`config.mk`:
```
export PLATFORM = sky130hd
export DESIGN_NAME = ddr_scan_fetcher
export DESIGN_NICKNAME = d
export VERILOG_FILES = /design/src/rtl/ddr_pkg.sv /design/src/rtl/sync_fifo.sv /design/src/rtl/ddr_scan_fetcher.sv
export SDC_FILE = /design/constraint.sdc
export NUM_CORES = 1
export LEC_CHECK = 0
export BUFFER_PORTS_ARGS = -buffer_cell sky130_fd_sc_hd__buf_2
export CORE_MARGIN = 2
export CORE_UTILIZATION = 45
export DETAILED_ROUTE_END_ITERATION = 8
export HOLD_SLACK_MARGIN = 0.06
export PLACE_DENSITY_LB_ADDON = 0.25
export SYNTH_ARGS = -nofsm -noshare
export SYNTH_HDL_FRONTEND = slang
export SYNTH_SLANG_ARGS = --single-unit
```
`constraint.sdc`:
```
create_clock -name clk -period 24.6 [get_ports clk]
set_clock_uncertainty 0.15 [all_clocks]
set_input_delay 3.69 -clock clk [delete_from_list [all_inputs] [get_ports clk]]
set_output_delay 3.69 -clock clk [all_outputs]
set_load 0.005 [all_outputs]
```
`src/rtl/ddr_pkg.sv`:
```
// Shared definitions for the DDR controller clients: word widths and the
// read-fetch state encoding.
package ddr_pkg;

    localparam int DDR_ADDR_W = 24;
    localparam int DDR_DATA_W = 16;

    typedef enum logic [1:0] {
        IDLE    = 2'd0,
        REQ     = 2'd1,
        RELEASE = 2'd2
    } fetch_state_t;

endpackage

```
`src/rtl/sync_fifo.sv`:
```
// Single-clock FIFO with flush, occupancy count and a combinational head.
// A push into a full FIFO is dropped unless a pop frees the slot in the same cycle.
module sync_fifo #(
    parameter int DATA_W = 16,
    parameter int DEPTH  = 16,
    localparam int PTR_W = (DEPTH > 1) ? $clog2(DEPTH) : 1,
    localparam int CNT_W = $clog2(DEPTH + 1)
) (
    input  logic              clk,
    input  logic              rst,
    input  logic              push,
    input  logic              pop,
    input  logic              flush,
    input  logic [DATA_W-1:0] wdata,
    output logic [DATA_W-1:0] head,
    output logic [CNT_W-1:0]  count,
    output logic              empty
);

    logic [DATA_W-1:0] mem_r [DEPTH];
    logic [PTR_W-1:0]  wr_ptr_r;
    logic [PTR_W-1:0]  rd_ptr_r;
    logic [CNT_W-1:0]  count_r;
    logic              full_s;
    logic              do_push_s;
    logic              do_pop_s;

    assign empty     = (count_r == {CNT_W{1'b0}});
    assign full_s    = (count_r == CNT_W'(DEPTH));
    assign do_pop_s  = pop && !empty && !flush;
    assign do_push_s = push && !flush && (!full_s || do_pop_s);
    assign head      = mem_r[rd_ptr_r];
    assign count     = count_r;

    // Storage, pointers and occupancy; flush empties without touching storage.
    always_ff @(posedge clk or posedge rst) begin
        if (rst) begin
            for (int i = 0; i < DEPTH; i++) begin
                mem_r[i] <= {DATA_W{1'b0}};
            end
            wr_ptr_r <= {PTR_W{1'b0}};
            rd_ptr_r <= {PTR_W{1'b0}};
            count_r  <= {CNT_W{1'b0}};
        end else if (flush) begin
            wr_ptr_r <= {PTR_W{1'b0}};
            rd_ptr_r <= {PTR_W{1'b0}};
            count_r  <= {CNT_W{1'b0}};
        end else begin
            if (do_push_s) begin
                mem_r[wr_ptr_r] <= wdata;
                wr_ptr_r        <= wr_ptr_r + PTR_W'(1);
            end
            if (do_pop_s) begin
                rd_ptr_r <= rd_ptr_r + PTR_W'(1);
            end
            if (do_push_s && !do_pop_s) begin
                count_r <= count_r + CNT_W'(1);
            end else if (!do_push_s && do_pop_s) begin
                count_r <= count_r - CNT_W'(1);
            end else begin
                count_r <= count_r;
            end
        end
    end

endmodule

```
`src/rtl/ddr_scan_fetcher.sv`:
```
// Scan-out read client: walks the frame buffer one word per DDR read handshake
// into a local FIFO. Optional DDR_FETCH_STATS_EN adds a saturating underflow counter.
module ddr_scan_fetcher
    import ddr_pkg::*;
#(
    parameter int              ADDR_W      = DDR_ADDR_W,
    parameter int              DATA_W      = DDR_DATA_W,
    parameter int              FIFO_DEPTH  = 16,
    parameter int              FRAME_WORDS = 307200,
    parameter logic [ADDR_W-1:0] BASE_ADDR = {ADDR_W{1'b0}}
) (
    input  logic              clk,
    input  logic              rst,
    input  logic              frame_start,
    input  logic              pix_pop,
    output logic [DATA_W-1:0] pix_data,
    output logic              pix_valid,
    output logic              underflow,
    output logic              ddr_read,
    output logic [ADDR_W-1:0] ddr_read_addr,
    input  logic              ddr_read_ack,
    input  logic [DATA_W-1:0] ddr_read_data,
    output logic              busy
`ifdef DDR_FETCH_STATS_EN
    ,
    output logic [15:0]       underflow_count
`endif
);

    localparam int CNT_W  = $clog2(FRAME_WORDS + 1);
    localparam int FCNT_W = $clog2(FIFO_DEPTH + 1);
    localparam logic [CNT_W-1:0] LAST_WORD = CNT_W'(FRAME_WORDS - 1);

    fetch_state_t      state_r;
    logic [ADDR_W-1:0] addr_r;
    logic [CNT_W-1:0]  word_cnt_r;
    logic              active_r;
    logic              discard_r;
    logic              push_s;
    logic              fifo_empty_s;
    logic              fifo_room_s;
    logic [FCNT_W-1:0] fifo_count_s;

    // A word returned for a request that straddled a restart belongs to the old frame.
    assign push_s        = (state_r == REQ) && ddr_read_ack && !discard_r && !frame_start;
    assign fifo_room_s   = (fifo_count_s < FCNT_W'(FIFO_DEPTH));
    assign pix_valid     = !fifo_empty_s;
    assign ddr_read_addr = addr_r;
    assign busy          = active_r || (state_r != IDLE);

    sync_fifo #(
        .DATA_W (DATA_W),
        .DEPTH  (FIFO_DEPTH)
    ) u_fifo (
        .clk   (clk),
        .rst   (rst),
        .push  (push_s),
        .pop   (pix_pop),
        .flush (frame_start),
        .wdata (ddr_read_data),
        .head  (pix_data),
        .count (fifo_count_s),
        .empty (fifo_empty_s)
    );

    // Read handshake FSM with frame address/word accounting.
    always_ff @(posedge clk or posedge rst) begin
        if (rst) begin
            state_r    <= IDLE;
            ddr_read   <= 1'b0;
            addr_r     <= BASE_ADDR;
            word_cnt_r <= {CNT_W{1'b0}};
            active_r   <= 1'b0;
            discard_r  <= 1'b0;
        end else begin
            case (state_r)
                IDLE: begin
                    if (frame_start) begin
                        addr_r     <= BASE_ADDR;
                        word_cnt_r <= {CNT_W{1'b0}};
                        active_r   <= 1'b1;
                    end else if (active_r && fifo_room_s) begin
                        state_r  <= REQ;
                        ddr_read <= 1'b1;
                    end
                end
                REQ: begin
                    // The address must stay put while the request is up, so a
                    // restart only takes effect once the in-flight read returns.
                    if (frame_start) begin
                        discard_r <= 1'b1;
                        active_r  <= 1'b1;
                    end
                    if (ddr_read_ack) begin
                        ddr_read <= 1'b0;
                        state_r  <= RELEASE;
                        if (discard_r || frame_start) begin
                            addr_r     <= BASE_ADDR;
                            word_cnt_r <= {CNT_W{1'b0}};
                        end else if (word_cnt_r == LAST_WORD) begin
                            active_r   <= 1'b0;
                            addr_r     <= BASE_ADDR;
                            word_cnt_r <= {CNT_W{1'b0}};
                        end else begin
                            addr_r     <= addr_r + ADDR_W'(1);
                            word_cnt_r <= word_cnt_r + CNT_W'(1);
                        end
                    end
                end
                RELEASE: begin
                    if (frame_start) begin
                        addr_r     <= BASE_ADDR;
                        word_cnt_r <= {CNT_W{1'b0}};
                        active_r   <= 1'b1;
                    end
                    if (!ddr_read_ack) begin
                        state_r   <= IDLE;
                        discard_r <= 1'b0;
                    end
                end
                default: begin
                    state_r  <= IDLE;
                    ddr_read <= 1'b0;
                end
            endcase
        end
    end

    // Underflow pulse for a pop against an empty FIFO.
    always_ff @(posedge clk or posedge rst) begin
        if (rst) begin
            underflow <= 1'b0;
        end else begin
            underflow <= pix_pop && fifo_empty_s;
        end
    end

`ifdef DDR_FETCH_STATS_EN
    // Saturating underflow statistic, restarted with each frame.
    always_ff @(posedge clk or posedge rst) begin
        if (rst) begin
            underflow_count <= 16'h0000;
        end else if (frame_start) begin
            underflow_count <= 16'h0000;
        end else if (pix_pop && fifo_empty_s && (underflow_count != 16'hFFFF)) begin
            underflow_count <= underflow_count + 16'h0001;
        end else begin
            underflow_count <= underflow_count;
        end
    end
`endif

endmodule
```
# After elaboration in Yosys (flattened, before gate mapping)
# Index checks and enable logic that the tools add are counted.
# op_classes
mux,40
n_reduce_logical,35
bitwise_logic,4
magnitude_cmp,4
addsub,6
n_eq_ne,10
# op_table
cell,count
bitwise mux 256 bit,1
2-to-1 mux 24 bit,4
2-to-1 mux 19 bit,4
binary-select mux 16 bit (select 4 bit),1
demux 16 bit (select 4 bit),1
2-to-1 mux 16 bit,3
one-hot mux 24 bit (2 select lines),1
one-hot mux 19 bit (2 select lines),1
adder 24 x 1 -> 24 bit (second input constant),1
adder 19 x 1 -> 19 bit (second input constant),1
== test 19 bit (second input constant),1
2-to-1 mux 4 bit,4
2-to-1 mux 5 bit,3
logical AND 1 bit,12
greater-or-equal comparator 5 bit (second input constant),2
inequality test 2 bit (second input constant),5
NOT 4 -> 5 bit,2
nonzero test 2 bit,5
2-to-1 mux 1 bit,9
adder 4 x 1 -> 4 bit (second input constant),2
2-to-1 mux 2 bit,4
AND reduction 4 bit,2
zero test 1 bit,6
one-hot mux 2 bit (3 select lines),1
18 further kinds,23
# word_totals
output_inout_bits,44
elab_cells,125
register_bits,318

# Longest topological paths before layout
# Gate-level depths: netlist of the first run.
# depth
depth_word,11
mapped_depth,10
ltp_nobuf,9

# By module
# Synthesis of the first run repeated with hierarchy kept, for this count alone.
# hier_totals
hier_cells,1164
area_unflattened_um2,15257.1
# modules_own_cells
module,cells_each,instances,area_each_um2
sync_fifo,867,1,12593.3
ddr_scan_fetcher,297,1,2663.8

# Worst setup path after synthesis of the first run
# No wires, ideal clock.
# synth_timing
path_kind,input -> register
startpoint,input port frame_start
endpoint,"register u_fifo.count_r[4], in the netlist u_fifo.count[4]"
path_slack_ns,18.541
cell_stages,10
setup_time_ns,0.071
t_required_ns,24.379
arrival_ns,5.838
cell_sequence,or2_1 -> a311oi_2 -> buf_4 -> o21ai_0 -> fa_1 -> nand3_1 -> nand2_1 -> and3_1 -> or4b_1 -> nand3_1
# synth_between
elab_chain_cells,7
# synth_rtl
item,line_no,source
start: declaration,ddr_scan_fetcher.sv:14,"input logic frame_start,"
zero test 1 bit,"sync_fifo.sv:30, sync_fifo.sv:31, ddr_scan_fetcher.sv:45",
"logical AND 1 bit, on equally long branches","ddr_scan_fetcher.sv:45, sync_fifo.sv:30",
logical AND 1 bit / logical OR 1 bit (equally long branches),sync_fifo.sv:31,assign do_push_s = push && !flush && (!full_s || do_pop_s);
logical AND 1 bit,sync_fifo.sv:31,
logical AND 1 bit / zero test 1 bit (equally long branches),"sync_fifo.sv:56, sync_fifo.sv:58",
2-to-1 mux 5 bit / logical AND 1 bit (equally long branches),"sync_fifo.sv:56, sync_fifo.sv:58",
2-to-1 mux 5 bit / nonzero test 3 bit (equally long branches),n/a,
end signal: assignment,sync_fifo.sv:43,count_r <= {CNT_W{1'b0}};
end signal: assignment,sync_fifo.sv:47,count_r <= {CNT_W{1'b0}};
end signal: assignment,sync_fifo.sv:57,count_r <= count_r + CNT_W'(1);
end: declaration,sync_fifo.sv:23,logic [CNT_W-1:0] count_r;
# Several ways; a longest one is shown, not always the timed one.
# A chain may end at the register's enable or synchronous reset.

# Final worst setup path of the first run
# layout_timing
startpoint,register u_fifo.rd_ptr_r[0]
endpoint,output port pix_data[7]
# layout_between
elab_chain_cells,4
# layout_rtl
item,line_no,source
start: declaration,sync_fifo.sv:22,logic [PTR_W-1:0] rd_ptr_r;
start signal: assignment,sync_fifo.sv:42,rd_ptr_r <= {PTR_W{1'b0}};
start signal: assignment,sync_fifo.sv:46,rd_ptr_r <= {PTR_W{1'b0}};
start signal: assignment,sync_fifo.sv:54,rd_ptr_r <= rd_ptr_r + PTR_W'(1);
NOT 4 -> 5 bit (not written as such),sync_fifo.sv:32,assign head = mem_r[rd_ptr_r];
binary-select mux 16 bit (select 4 bit),sync_fifo.sv:32,
2-to-1 mux 16 bit (not written as such) (2 in series),sync_fifo.sv:32,
end: declaration,ddr_scan_fetcher.sv:16,"output logic [DATA_W-1:0] pix_data,"
# Every way passes these cells. The select of a mux whose other input is x is not followed.

==> impl_metrics.json, run 1 <==
{
  "run_status": "complete, no violations",
  "postSynth.asyncResetShare": 1.000,
  "routabilityCongestion": 0.7642,
  "routed-via-count": 9022,
  "synth_cells": 1040,
  "maximum_number_of_buffers_from_clock_root_to_sink": 3,
  "grt_util_all_layers": 0.1961,
  "antenna_left": 0,
  "count_of_cells_along_the_worst_register_to_register_path": 9,
  "timing.rr.end": "u_fifo.count[4]",
  "worst_skew_late_latency_ns": 0.51,
  "path_clk_slew_ns": 0.06,
  "cts_tree": "yes",
  "layout.cells.non_filler": 1551,
  "initial_core_util": 0.4589,
  "pwr-share-seq": 0.438,
  "final_layout_size_suffix_gt1_frac": 0.4060,
  "die_area_um2": 34740,
  "power_switching_uw": 343.9,
  "drt_drc_violations_left": 0,
  "synth_largest_area_cell": "sky130_fd_sc_hd__dfrtp_1",
  "grt_pass1_vias": 9279,
  "post-place-cells": 1484,
  "mappedNetlistNets": 1073,
  "rows": 66,
  "grt_first_pass_wirelength_um": 53960,
  "cellLeakagePower_uw": 0.007970,
  "max-vdd-ir-drop_v": 0.00005451,
  "relSlewSlack": 0.1577,
  "critPathRequiredTime_ns": 20.76,
  "cp-end-kind": "output port",
  "final_core_utilization": 0.5143,
  "dp_hpwl_um": 19540,
  "yosysTopAreaCellShare": 0.5316,
  "synth.yosys.seq_area_share": 0.5316,
  "cp_data_arrival_time_ns": 3.38,
  "dieHeight_um": 186.4,
  "synth_commonest_cells": "318 x sky130_fd_sc_hd__dfrtp_1, 218 x sky130_fd_sc_hd__mux2_2, 80 x sky130_fd_sc_hd__mux4_2",
  "clock_power_share": 0.414,
  "viasPerCell": 5.817,
  "power.density_cell_area_nw_per_um2": 78.36,
  "placement.io_buffers": 64,
  "timing.critical_path.from_type": "register",
  "critical_path.startpoint": "u_fifo.rd_ptr_r[0]",
  "synthesis_to_finish_area_growth_pct": 12.07,
  "avgRoutedWirePerCell_um": 21.36,
  "synth.ff_latch_count": 318,
  "min-delay-path-class": "reg2reg",
  "clock-root-buffer": "sky130_fd_sc_hd__clkbuf_16",
  "finalSetupTns_ns": 0,
  "worstMarginPinSlew_ns": 1.264,
  "setup.worst_path.end": "pix_data[7]",
  "wl_um": 33140,
  "cts.repair_timing.setup_buffer_count": 0,
  "criticalPathCategory": "reg2out",
  "globalRouteOverflowTotal": 0,
  "design_power_total_uw": 1315,
  "timing.final.max_slew_violations": 0,
  "synth_cell_type_count": 55,
  "max_fclk_ghz": 0.1386,
  "die_width_um": 186.4,
  "boundaryPins": 65,
  "h-tree-depth": 2,
  "grt_max_degree": 99,
  "cts_num_sinks": 318,
  "timing.critical_path.fanout_max": 34,
  "layout.filler_cells": 2731,
  "number_of_antenna_violations_at_the_first_check_in_global_routing": 4,
  "yosysMostFrequentCell": "sky130_fd_sc_hd__dfrtp_1",
  "finish.net_count": 1113,
  "max_cap_violations": 0,
  "comb_power_share": 0.149,
  "ys_top_cells_by_area": "sky130_fd_sc_hd__dfrtp_1 53%, sky130_fd_sc_hd__mux2_2 16%, sky130_fd_sc_hd__mux4_2 12%",
  "dominant_register_cell_in_the_synthesized_netlist": "sky130_fd_sc_hd__dfrtp_1",
  "setup_violations": 0,
  "numCtsBuffers": 36,
  "synth.yosys.warnings": 0,
  "synth_area_um2": 14970,
  "syn-mean-instance-area_um2": 14.39,
  "holdBufCountCts": 0,
  "hold_viol_final": 0,
  "drt_iter0_drc": 489,
  "cts_repair_resize_count": 0,
  "power.switching_fraction": 0.2616,
  "worst-r2r-setup-slack_ns": 20.91,
  "timing.rr.start": "state_r[0]",
  "grt_setup_unrepaired": "false",
  "drt-pass1-iter-count": 5,
  "p_int_uw": 970.6,
  "final_period_minus_worst_setup_slack_ns": 7.215,
  "fp.coreArea_um2": 32620,
  "synth_enable_flop_cells": 0,
  "final_min_period_over_clock_period": 0.2933
}
## routing by layer
metal / part of all wire / GRT usage
met2: 0.47 / 0.3113
met1: 0.46 / 0.2760
met5: 0.00039 / 0
met4: 0.028 / 0.06062
met3: 0.047 / 0.03649
## worst min-delay path by stage
| stage | startpoint | end | cells after the start |
|---|---|---|---|
| final | u_fifo.mem_r[148] | u_fifo.mem_r[148] | 1 |
| after global routing | u_fifo.mem_r[147] | u_fifo.mem_r[147] | 1 |
| after CTS | u_fifo.mem_r[148] | u_fifo.mem_r[148] | 1 |
| after detailed placement | u_fifo.mem_r[148] | u_fifo.mem_r[148] | 1 |
| after global placement | u_fifo.mem_r[147] | u_fifo.mem_r[147] | 1 |
| after floorplan | word_cnt_r[18] | word_cnt_r[18] | 1 |
## critical path: stages (launching register included)
cell and delay, ns:
sky130_fd_sc_hd__dfrtp_4 0.90, sky130_fd_sc_hd__buf_4 0.69, sky130_fd_sc_hd__mux4_2 0.58, sky130_fd_sc_hd__mux4_2 0.51, sky130_fd_sc_hd__buf_2 0.15
## cell families (layout without fill, tap and decap cells)
| logic type | after synthesis | after routing | share of synthesized area |
|---|---|---|---|
| mux | 341 | 341 | 0.3164 |
| compound gates | 116 | 116 | 0.04973 |
| simple gates | 160 | 160 | 0.05759 |
| flops | 318 | 318 | 0.5316 |
| fa+ha+maj | 12 | 12 | 0.01053 |
| other cells | 0 | 3 | 0 |
| xor+xnor | 12 | 12 | 0.007021 |
| buf+inv | 81 | 147 | 0.02708 |
## state kept, by name, summed over array words and instances, names as in the netlist
| name | cells |
|---|---|
| ddr_read | 1 |
| u_fifo.mem_r | 256 |
| active_r | 1 |
| state_r | 2 |
| u_fifo.rd_ptr_r | 4 |
| u_fifo.count | 5 |
| u_fifo.wr_ptr_r | 4 |
| discard_r | 1 |
| ddr_read_addr | 24 |
| word_cnt_r | 19 |
| underflow | 1 |
## cell usage in the layout (no fill, tap or decap), types with 7 or more instances in the layout
master                        n
sky130_fd_sc_hd__clkbuf_16   37
sky130_fd_sc_hd__dfrtp_1    316
sky130_fd_sc_hd__buf_2       64
sky130_fd_sc_hd__nand2_1     46
sky130_fd_sc_hd__ha_1        11
sky130_fd_sc_hd__mux4_2      80
sky130_fd_sc_hd__and3_1       7
sky130_fd_sc_hd__buf_4       10
sky130_fd_sc_hd__a31oi_1     34
sky130_fd_sc_hd__nor2_1      23
sky130_fd_sc_hd__o21ai_0     23
sky130_fd_sc_hd__nand4_1      8
sky130_fd_sc_hd__clkbuf_1    12
sky130_fd_sc_hd__nand3_1     30
sky130_fd_sc_hd__inv_1        8
sky130_fd_sc_hd__mux2_2     218
sky130_fd_sc_hd__a41oi_1     11
sky130_fd_sc_hd__a21oi_1     25
sky130_fd_sc_hd__mux2_1      40
sky130_fd_sc_hd__nand2_2      8
## cell type report
type | count | area (µm²) | share of cell area
repair buffers | 74 | 395.4 | 0.02357
clock buffers | 54 | 1040 | 0.06198
multi-input cells | 641 | 6620 | 0.3946
inverters | 9 | 41.29 | 0.002461
flip-flops and latches | 318 | 7963 | 0.4746
clock inverters | 10 | 156.4 | 0.009323
diodes | 3 | 7.507 | 0.0004475
well taps | 442 | 553.0 | 0.03297
## through the flow
step | hold WS, ns | instance area (µm²) | setup WS, ns
6_report | 0.3350 | 16780 | 17.38
5_1_grt | 0.3475 | 16770 | 17.15
4_1_cts | 0.3387 | 16770 | 17.26
3_5_place_dp | 0.3255 | 15570 | 17.20
3_3_place_gp | 0.3180 | 15570 | 17.23
2_1_floorplan | 0.3007 | 14970 | 11.96
## power groups by stage
| stage | clock (µW) | sequential (µW) | combinational [µW] |
|---|---|---|---|
| floorplan | 0 | 563 | 160 |
| finish | 544 | 575 | 195 |
| CTS | 555 | 576 | 200 |
| global route | 578 | 580 | 216 |
| global placement | 0 | 585 | 198 |
| detailed placement | 0 | 586 | 199 |
No activity file was read; power rests on OpenSTA's default activity.
==> run 2, diff against run 1 <==
==> constraint.sdc (replaced) <==
create_clock -name clk -period 6.6 [get_ports clk]
set_clock_uncertainty 0.15 [all_clocks]
set_input_delay 0.99 -clock clk [delete_from_list [all_inputs] [get_ports clk]]
set_output_delay 0.99 -clock clk [all_outputs]
set_load 0.005 [all_outputs]
==> run 2 against run 1 <==
Register-to-register slack lost 18 ns. Cell area shrank 0.13%. Setup slack lost 15 ns. Non-clock buffer count is the same. First-iteration DRC count grew 9.4%. Utilization shrank 0.069 points. Critical endpoint unchanged. Clock power grew to 3.5 times the previous value.
==> impl_metrics.json, run 2 (synthesis results as in run 1) <==
{
  "min-delay-path-class": "reg2reg",
  "maximum_number_of_buffers_from_clock_root_to_sink": 3,
  "top_register": "u_fifo.mem_r",
  "finalSetupTns_ns": 0,
  "setup_violations": 0,
  "grt_setup_unrepaired": "false",
  "number_of_antenna_violations_at_the_first_check_in_global_routing": 3,
  "initial_core_util": 0.4589,
  "final_core_utilization": 0.5136,
  "most-common-layout-cells": "316 x sky130_fd_sc_hd__dfrtp_1, 218 x sky130_fd_sc_hd__mux2_2, 80 x sky130_fd_sc_hd__mux4_2",
  "clock-root-buffer": "sky130_fd_sc_hd__clkbuf_16",
  "viasPerCell": 5.773,
  "relSlewSlack": 0.2513,
  "routabilityCongestion": 0.8415,
  "drt_drc_violations_left": 0,
  "drt_iter0_drc": 535,
  "cp-end-kind": "output port",
  "globalRouteOverflowTotal": 0,
  "numCtsBuffers": 36,
  "holdBufCountCts": 0,
  "cp_data_arrival_time_ns": 3.22,
  "mostFrequentLayoutCell": "sky130_fd_sc_hd__dfrtp_1",
  "worst-r2r-setup-slack_ns": 2.95,
  "grt_first_pass_wirelength_um": 53220,
  "run_status": "complete, no violations",
  "p_int_uw": 3538,
  "cts_tree": "yes",
  "power.switching_fraction": 0.2659,
  "grt_pass1_vias": 9354,
  "min_to": "u_fifo.mem_r[148]",
  "critPathRequiredTime_ns": 5.46,
  "worst_path_max_delay_cell": "sky130_fd_sc_hd__dfrtp_2",
  "cp_num_buf_inv": 2,
  "timing.critical_path.fanout_max": 36,
  "timing.rr.end": "u_fifo.count[4]",
  "max_cap_violations": 0,
  "number_of_flip_flops_in_the_largest_register": 256,
  "power.density_cell_area_nw_per_um2": 287.7,
  "comb_power_share": 0.156,
  "max-vdd-ir-drop_v": 0.0001954,
  "layout.filler_cells": 2747,
  "timing.rr.start": "state_r[0]",
  "cpPeakStageDelay_ns": 0.95,
  "critical_path.cell_chain": "buf_4, mux4_2, mux4_2, buf_2",
  "clock_power_share": 0.401,
  "crit_top_cell": "sky130_fd_sc_hd__mux4_2",
  "timing.hold.worst_path_depth": 1,
  "antenna_left": 0,
  "fp.coreArea_um2": 32620,
  "die_area_um2": 34740,
  "crit_family": "multiplexers",
  "timing.final.max_slew_violations": 0,
  "post-place-ws_ns": 2.301,
  "final_layout_size_suffix_gt1_frac": 0.4072,
  "avgRoutedWirePerCell_um": 21.11,
  "cellLeakagePower_uw": 0.007958,
  "placement.io_buffers": 64,
  "drt-pass1-iter-count": 4,
  "hold_viol_final": 0,
  "power_switching_uw": 1281,
  "max_fclk_ghz": 0.2296,
  "pwr-share-seq": 0.442,
  "final_period_minus_worst_setup_slack_ns": 4.356,
  "fin_ws_ns": 2.244,
  "cts_repair_resize_count": 0,
  "grt_max_degree": 183,
  "grt_util_all_layers": 0.1935,
  "cts.repair_timing.setup_buffer_count": 0,
  "total_area_of_multi_input_combinational_cells_um2": 6620,
  "rows": 66,
  "dp_hpwl_um": 19350,
  "routed-via-count": 8943,
  "cts_num_sinks": 318,
  "worstMarginPinSlew_ns": 1.123,
  "worstHoldStart": "u_fifo.mem_r[148]",
  "synthesis_to_finish_area_growth_pct": 11.92,
  "worst_skew_late_latency_ns": 0.51,
  "h-tree-depth": 2,
  "path_clk_slew_ns": 0.05,
  "final_min_period_over_clock_period": 0.6600,
  "die_width_um": 186.4,
  "count_of_cells_along_the_worst_register_to_register_path": 9,
  "dieHeight_um": 186.4,
  "wl_um": 32690,
  "criticalPathCategory": "reg2out",
  "finish.net_count": 1113,
  "timing.critical_path.from_type": "register",
  "boundaryPins": 65,
  "regArea_um2": 7963
}
==> run 2: cell count changes in the layout (fill, tap and decap cells not counted), sizes merged <==
cell	before	now
clkinv	4	7
clkinvlp	1	2
diode	3	2
inv	10	8
bufinv	4	1
==> run 2: per-stage QoR <==
step                area [µm²]  total power [µW]  hold WS, ns  instances
finish                   16750              4819       0.3348       1549
detailed placement       15590              2937       0.3269       1484
CTS                      16750              4887       0.3365       1547
floorplan                14970              2694       0.3007       1040
global placement         15590              2927       0.3182       1484
global route             16750              5045       0.3554       1547
==> run 2: final cells by class <==
type                            instances  share of cell area
Antenna cell                            2           0.0002987
Sequential cell                       318              0.4753
Tap cell                              442             0.03301
Clock inverter                          9            0.005004
Inverter                                9            0.002240
Timing Repair Buffer                   74             0.02509
Multi-Input combinational cell        641              0.3951
Clock buffer                           54             0.06393
==> run 2: power by group through the flow <==
| stage | Clock [µW] | Combinational [µW] | Sequential, µW |
|---|---|---|---|
| global placement | 0 | 760 | 2170 |
| CTS | 1980 | 770 | 2130 |
| floorplan | 0 | 597 | 2100 |
| global route | 2070 | 829 | 2150 |
| detailed placement | 0 | 768 | 2170 |
| finish | 1930 | 754 | 2130 |
==> run 2: worst max path at each step <==
stage,startpoint,to,cells after the start
after global placement,frame_start,u_fifo.count[4],10
after detailed placement,frame_start,u_fifo.count[4],10
final,u_fifo.rd_ptr_r[1],pix_data[7],4
after global routing,u_fifo.rd_ptr_r[0],pix_data[7],4
after CTS,u_fifo.rd_ptr_r[1],pix_data[7],4
after floorplan,rst,active_r,1
==> run 2: layer usage <==
metal  up-vias  GRT usage  part of all wire
li1       4007          -                 -
met1      4697     0.2656              0.45
met2       173     0.3119              0.47
met3        64    0.04006             0.046
met4         2    0.05908             0.027
met5         -          0           0.00040
